### src/rtl/usb_bus_frontend_pkg.sv
// usb_bus_frontend_pkg: shared widths and FSM encoding for the USB register bus front end
package usb_bus_frontend_pkg;
  localparam int ADDR_WIDTH = 8;
  localparam int BYTECNT_SIZE = 8;
  typedef enum logic [2:0] {IDLE, WRITE, READ_REQ, READ_DATA, WAIT_RELEASE} state_t;
endpackage

### src/rtl/usb_bus_sampler.sv
// usb_bus_sampler: registers host bus inputs (r1), keeps a second strobe copy (r2) and flags falling strobe edges
//   in  : clk_usb, reset, usb_din/usb_addr/usb_rdn/usb_wrn/usb_cen (raw host bus)
//   out : r1_* (first-stage samples), wr_det/rd_det (chip-selected falling edge of WRn/RDn)
module usb_bus_sampler #(
  parameter int pADDR_WIDTH = 8
) (
  input  logic                   clk_usb,
  input  logic                   reset,
  input  logic [7:0]             usb_din,
  input  logic [pADDR_WIDTH-1:0] usb_addr,
  input  logic                   usb_rdn,
  input  logic                   usb_wrn,
  input  logic                   usb_cen,
  output logic [7:0]             r1_din,
  output logic [pADDR_WIDTH-1:0] r1_addr,
  output logic                   r1_rdn,
  output logic                   r1_wrn,
  output logic                   r1_cen,
  output logic                   wr_det,
  output logic                   rd_det
);
  logic r2_rdn, r2_wrn;
  always_ff @(posedge clk_usb) begin
    if (reset) begin
      r1_din <= '0;
      r1_addr <= '0;
      {r1_rdn, r1_wrn, r1_cen, r2_rdn, r2_wrn} <= '1;
    end else begin
      r1_din <= usb_din;
      r1_addr <= usb_addr;
      {r1_rdn, r1_wrn, r1_cen} <= {usb_rdn, usb_wrn, usb_cen};
      {r2_rdn, r2_wrn} <= {r1_rdn, r1_wrn};
    end
  end
  assign wr_det = !r1_wrn && r2_wrn && !r1_cen;
  assign rd_det = !r1_rdn && r2_rdn && !r1_cen;
endmodule

### src/rtl/usb_bus_frontend.sv
// usb_bus_frontend: converts host RDn/WRn/CEn bus cycles into single-cycle register-bank strobes with burst byte count
//   in  : clk_usb, reset, usb_din, usb_addr, usb_rdn, usb_wrn, usb_cen, reg_datai
//   out : usb_dout, usb_isout, reg_address, reg_bytecnt, reg_datao, reg_read, reg_write, reg_addrvalid, bus_error
module usb_bus_frontend
  import usb_bus_frontend_pkg::*;
#(
  parameter int pADDR_WIDTH = ADDR_WIDTH,
  parameter int pBYTECNT_SIZE = BYTECNT_SIZE
) (
  input  logic                     clk_usb,
  input  logic                     reset,
  input  logic [7:0]               usb_din,
  input  logic [pADDR_WIDTH-1:0]   usb_addr,
  input  logic                     usb_rdn,
  input  logic                     usb_wrn,
  input  logic                     usb_cen,
  output logic [7:0]               usb_dout,
  output logic                     usb_isout,
  output logic [pADDR_WIDTH-1:0]   reg_address,
  output logic [pBYTECNT_SIZE-1:0] reg_bytecnt,
  output logic [7:0]               reg_datao,
  input  logic [7:0]               reg_datai,
  output logic                     reg_read,
  output logic                     reg_write,
  output logic                     reg_addrvalid,
  output logic                     bus_error
);
  logic [7:0] r1_din;
  logic [pADDR_WIDTH-1:0] r1_addr, prev_addr;
  logic r1_rdn, r1_wrn, r1_cen, wr_det, rd_det;
  logic is_read, cen_seen, start, released;
  state_t state, state_n;
  usb_bus_sampler #(.pADDR_WIDTH(pADDR_WIDTH)) sampler (
    .clk_usb(clk_usb), .reset(reset),
    .usb_din(usb_din), .usb_addr(usb_addr), .usb_rdn(usb_rdn), .usb_wrn(usb_wrn), .usb_cen(usb_cen),
    .r1_din(r1_din), .r1_addr(r1_addr), .r1_rdn(r1_rdn), .r1_wrn(r1_wrn), .r1_cen(r1_cen),
    .wr_det(wr_det), .rd_det(rd_det)
  );
  assign start = state == IDLE && (wr_det || rd_det);
  // only the strobe that opened the access has to return high, unless the whole bus went idle
  assign released = (r1_rdn && r1_wrn && r1_cen) || (is_read ? r1_rdn : r1_wrn);
  always_comb begin
    state_n = state;
    case (state)
      IDLE:         state_n = wr_det ? WRITE : rd_det ? READ_REQ : IDLE;
      WRITE:        state_n = WAIT_RELEASE;
      READ_REQ:     state_n = READ_DATA;
      READ_DATA:    state_n = WAIT_RELEASE;
      WAIT_RELEASE: state_n = released ? IDLE : WAIT_RELEASE;
      default:      state_n = IDLE;
    endcase
  end
  always_ff @(posedge clk_usb) begin
    if (reset) begin
      state <= IDLE;
      reg_address <= '0;
      reg_datao <= '0;
      reg_bytecnt <= '0;
      prev_addr <= '0;
      cen_seen <= 1'b0;
      is_read <= 1'b0;
      usb_dout <= '0;
      usb_isout <= 1'b0;
      bus_error <= 1'b0;
    end else begin
      state <= state_n;
      if (start) begin
        reg_address <= r1_addr;
        prev_addr <= r1_addr;
        if (wr_det) reg_datao <= r1_din;
        if (r1_addr != prev_addr || cen_seen) reg_bytecnt <= '0;
        cen_seen <= 1'b0;
        is_read <= !wr_det;
      end else begin
        if (r1_cen) cen_seen <= 1'b1;
        if ((state == WRITE || state == READ_DATA) && reg_bytecnt != '1) reg_bytecnt <= reg_bytecnt + 1'b1;
      end
      if (state == READ_DATA) usb_dout <= reg_datai;
      usb_isout <= state == READ_DATA || (usb_isout && !r1_rdn && !r1_cen);
      // write wins a simultaneous detect; either collision or a stray edge mid-access is sticky
      if ((wr_det && rd_det) || ((wr_det || rd_det) && state != IDLE)) bus_error <= 1'b1;
    end
  end
  assign reg_write = state == WRITE;
  assign reg_read = state == READ_REQ;
  assign reg_addrvalid = state != IDLE;
endmodule

### config.mk
export PLATFORM = sky130hd
export DESIGN_NAME = usb_bus_frontend
export DESIGN_NICKNAME = d
export VERILOG_FILES = /design/src/rtl/usb_bus_frontend_pkg.sv /design/src/rtl/usb_bus_sampler.sv /design/src/rtl/usb_bus_frontend.sv
export SDC_FILE = /design/constraint.sdc
export NUM_CORES = 1
export LEC_CHECK = 0
export CORE_MARGIN = 1
export CORE_UTILIZATION = 46
export DETAILED_ROUTE_END_ITERATION = 12
export PLACE_DENSITY = 0.89
export RECOVER_POWER = 50
export SYNTH_ARGS = -nofsm -noshare
export SYNTH_HDL_FRONTEND = slang
export SYNTH_SLANG_ARGS = --single-unit
### constraint.sdc
create_clock -name clk_usb -period 2.05 [get_ports clk_usb]
set_input_delay 0.41 -clock clk_usb [delete_from_list [all_inputs] [get_ports clk_usb]]
set_output_delay 0.41 -clock clk_usb [all_outputs]
set_load 0.01 [all_outputs]
# Yosys cells after proc, flatten, opt, wreduce, memory -nomap -nowiden
# Cells that the tools add are included.
# word_totals
elab_cells	61
register_bits	60
# op_classes
n_reduce_logical	29
add_sub_neg	1
eq_ne	7
n_mux	8
# ops
op	n
$mux W8	3
$logic_and A1 B1 Y1	12
$pmux W3 S4	1
$add A8 B1 Y8 const B	1
$ne A8 B8 Y1	1
$ne A8 B8 Y1 const B	1
$eq A3 B2 Y1 const B	2
$logic_or A1 B1 Y1	6
$logic_not A1 Y1	4
$mux W2	2
$reduce_and A2 Y1	2
$reduce_or A2 Y1	2
$eq A3 B1 Y1 const B	1
$eq A3 B3 Y1 const B	1
$logic_not A3 Y1	1
$mux W3	1
$reduce_bool A3 Y1	1
$ne A2 B1 Y1 const B	1
$reduce_bool A2 Y1	1
$mux W1	1

# Logic depth before layout (Yosys ltp)
# depth
ltp_word	7
ltp_mapped	8
mapped_depth_nobuf	6

# Modules after synthesis
# A second synthesis with hierarchy kept.
# hier_totals
cells_unflattened	252
area_unflattened_um2	2263.4
# modules_own_cells
module	seq_area_each_um2	n_inst	cells_each	area_each_um2
usb_bus_frontend	780.7	1	206	1680.4
usb_bus_sampler	420.4	1	46	583.1

# Worst setup path before layout
# Ideal clock, no wire load.
# synth_timing
path_type	register to register
start	reg state[1]
end	reg reg_bytecnt[0]
required_time_ns	1.922
arrival_ns	1.616
stages_incl_launch_ff	8
slack_ns	0.307
path_cell_list	dfxtp_1 -> buf_6 -> or4_4 -> buf_6 -> a21oi_4 -> o41ai_2 -> a31oi_1 -> nor2_1
# synth_between
elab_chain_len	5
word_cells_on_any_way	10
classes_between	3 x eq/ne; 1 x mux; 6 x reduce/logical
# synth_lines
element	line	text
start, declared	usb_bus_frontend.sv:32	state_t state, state_n;
start signal, assigned	usb_bus_frontend.sv:66	state <= state_n;
$eq A3 B1 Y1 / $eq A3 B2 Y1 (equally long branches)	usb_bus_frontend.sv:76	if ((state == WRITE || state == READ_DATA) && reg_bytecnt != '1) reg_bytecnt <= reg_bytecnt + 1'b1;
$logic_or A1 B1 Y1	usb_bus_frontend.sv:76	
$logic_and A1 B1 Y1	usb_bus_frontend.sv:76	
$reduce_bool A2 Y1 (no line)	n/a	
$reduce_and A2 Y1 (no line)	n/a	
end signal, assigned	usb_bus_frontend.sv:76	
end, declared	usb_bus_frontend.sv:20	output logic [pBYTECNT_SIZE-1:0] reg_bytecnt,
# Several ways; a longest one is shown, not always the timed one.
# A chain may end at the register's enable or synchronous reset.

# Worst setup path after layout
# layout_timing
start	reg state[0]
end	out reg_read
# layout_between
elab_chain_len	1
# layout_lines
element	line	text
$eq A3 B2 Y1	usb_bus_frontend.sv:85	assign reg_read = state == READ_REQ;
end, declared	usb_bus_frontend.sv:23	output logic reg_read,
# No other way between the ends.

==> PnR_summary.wiki <==
{| class="wikitable"
! Metric !! Value
|-
| Maximum number of pins on one net before global-route repair || 51
|-
| Layout filler cell count || 377
|-
| RSZ-0062 raised after global routing || no
|-
| Share of the yosys chip area belonging to registers || 53.57%
|-
| Layout net count || 355
|-
| Ant diodes || 0
|-
| Synthesized net count || 287
|-
| Slew at the pin closest to its max-slew limit || 919.2 ps
|-
| Tmin final || 1913 ps
|-
| Number of enable-type register cells in the synthesized netlist || 0
|-
| Root cell of the clock tree || clkbuf_8
|-
| Number of port buffers || 65
|-
| # rows || 25
|-
| Arrival time of data at the critical path endpoint || 1500 ps
|-
| Count of final setup violators || 0
|-
| Leading post-synthesis cells by instance count || dfxtp_1 (60), nand2_1 (47), a21oi_1 (32)
|-
| Die Y-Extent || 71.82 microns
|-
| Placeable core region || 4692 sq um
|-
| Distinct cell type count of the synthesized netlist || 35
|-
| Worst min-delay path category || reg2reg
|-
| Last weighted congestion value of the routability-driven placer || 0.8055
|-
| Max Slew Vio Count || 0
|-
| Primary FF master, synth || dfxtp_1
|-
| GR Overflow Total || 0
|-
| Final hold violation count || 0
|-
| Yosys reg bits || 60
|-
| Number of maximum-capacitance violations || 0
|-
| Area of combinational cells with multiple inputs || 969.7 sq um
|-
| Final total negative setup slack || 0 ps
|-
| Critical path class || reg2out
|-
| Drt total wl || 4.855 mm
|-
| Power density over cell area || 841.9 nW/um^2
|-
| First-pass iteration count of the detailed router || 4
|-
| Proportion of layout cells with a drive suffix above 1 || 9.422%
|-
| Warnings, synthesis || 0
|-
| First-pass GRT wire length || 8.017 mm
|-
| Footprint of the flip-flops and latches || 1202 sq um
|-
| H-tree depth || 3
|-
| Total leakage power || 0.001154 uW
|-
| Most common cell in the netlist || dfxtp_1
|-
| Status || complete, no violations
|-
| Avg Cell Area, Syn || 8.724 sq um
|-
| Area growth syn-to-layout || 41.24%
|-
| Starting DRT DRC Count || 125
|-
| Required time reported for the critical path endpoint || 1640 ps
|-
| Cts hold-fix bufs || 0
|-
| CP max FO || 8
|-
| Netlist Area Pre-Place || 2242 sq um
|-
| Number of sinks driven by the clock tree || 60
|-
| Starting Density || 47.79%
|-
| Overall die area || 5157 sq um
|-
| Synthesized instance count || 257
|-
| Worst slew margin relative to its limit || 38.72%
|-
| PnR worst setup slack || 136.5 ps
|-
| Synth top area share || 53.57%
|-
| CTS Buffer Depth || 2
|-
| Number of nets still failing antenna checks after routing || 0
|-
| Number of placed I/O pins || 66
|-
| HPWL after DPL || 3.254 mm
|-
| Residual DRC || 0
|-
| Highest attainable clock frequency || 522.6 MHz
|-
| Startpoint class of the critical path || flip-flop
|-
| Post-DR wirelength/cell || 12.68 microns
|-
| Die outline width || 71.82 microns
|-
| Initial antenna violation count || 0
|-
| CTS tree || done
|-
| Worst skew pair latency || 340 ps
|-
| Fraction of registers with async set/reset || 0%
|-
| Detailed-route via count || 1,976
|-
| Kind of capture point of the worst setup path || output pin
|-
| Detail-routed via count per cell || 5.159
|-
| Post-route clock period utilization || 93.34%
|-
| CTS clk-pin slew, worst paths || 70 ps
|-
| Post-route clock skew || 7.774 ps
|-
| Combined global-route utilization of all metal layers || 20.36%
|-
| Peak VDD IR || 0.5422 mV
|-
| Vias in the first global route || 1,868
|-
| Pre-CTS worst setup slack || 251.7 ps
|-
| Top cell type by total area after synthesis || dfxtp_1
|-
| Clock buffer count from CTS || 9
|-
| Leading cell types by total area after synthesis || dfxtp_1 (54%), nand2_1 (7.9%), a21oi_1 (7.1%), nor2b_1 (4.7%), nor2_1 (3.2%)
|}
[area by class of cell]
type / count / share of cell area, %
multi-input cells: 181 / 30.62
repair buffers: 70 / 21.41
clock inverters: 5 / 3.161
flip-flops and latches: 60 / 37.97
well taps: 54 / 2.134
clock buffers: 10 / 4.346
inverters: 3 / 0.3556
[through the flow]
| step | std cells | hold slack (ps) | utilization, % | area, sq um | power, uW |
|---|---|---|---|---|---|
| 6_report | 383 | 436.4 | 67.49 | 3167 | 2666 |
| 5_1_grt | 383 | 454.9 | 67.49 | 3167 | 2768 |
| 2_1_floorplan | 257 | 417.4 | - | 2242 | 1336 |
| 4_1_cts | 383 | 414.9 | 67.76 | 3179 | 2696 |
| 3_5_place_dp | 368 | 428.6 | 62.67 | 2940 | 1429 |
| 3_3_place_gp | 368 | 419.2 | 62.67 | 2940 | 1425 |
[final timing paths]
check / from / to / slack [ps] / depth (start not counted)
worst max-delay path: state[0]$_SDFF_PP0_ / reg_read / 140 / 2
worst min-delay path: sampler.r1_din[1]$_SDFF_PP0_ / reg_datao[1]$_SDFFE_PP0P_ / 440 / 2
worst max register to register: state[0]$_SDFF_PP0_ / reg_bytecnt[6]$_SDFFE_PP0P_ / 240 / 5
worst min register to register: sampler.r1_din[1]$_SDFF_PP0_ / reg_datao[1]$_SDFFE_PP0P_ / 440 / 2
[layer usage]
metal  routed length (microns)  GRT usage, %
met1                      2148         23.17
met2                      2292         33.44
met3                       332         6.048
met5                         0             0
met4                        81         12.85
[state kept, by name, summed over array words and instances, names as in the netlist]
name / count
bus_error: 1
cen_seen: 1
is_read: 1
prev_addr: 8
reg_bytecnt: 8
reg_datao: 8
sampler.r1_addr: 8
sampler.r1_cen: 1
sampler.r1_din: 8
sampler.r1_rdn: 1
sampler.r1_wrn: 1
sampler.r2_rdn: 1
sampler.r2_wrn: 1
state: 3
usb_dout: 8
usb_isout: 1
[cell families after synthesis]
kind of cell	count (synthesis)	synth area share [%]
AND/OR/NAND/NOR	125	26.73
flip-flops	60	53.57
AO/OA/AOI/OAI	45	11.72
buffers and inverters	16	3.404
XOR/XNOR	8	3.125
adder cells (fa/ha/maj)	2	1.004
multiplexers	1	0.4464
[placed cells by master, fill, tap and decap left out, types with 2 or more instances in the layout]
cell,n
a21oi_1,32
a311oi_1,2
buf_4,3
bufinv_16,3
clkbuf_1,2
clkbuf_8,10
clkdlybuf4s50_1,55
clkinv_2,2
dfxtp_1,59
dlygate4sd3_1,8
inv_1,3
nand2_1,47
nand2b_1,3
nand3_1,13
nand4_1,2
nor2_1,19
nor2b_1,17
nor3_1,8
o21ai_0,4
o21ai_1,2
or2_2,6
xnor2_1,7
[report_power, final]
group | internal [uW] | switching, uW | total, uW
Sequential | 1200 | 21.5 | 1220
Clock | 829 | 438 | 1270
Combinational | 100 | 78.9 | 179
Total | 2130 | 538 | 2670
[repair_timing]
item	CTS	global route
gates cloned	0	0
gates resized for setup	1	3
buffers inserted	0	0
setup endpoints to repair	1	2
[worst max-delay path, cell delays in order, from the launching register on]
cell,delay (ps)
dfxtp_1,380
nor3b_1,210
clkdlybuf4s50_1,570
Note: power is estimated with default switching activity, not from simulation.
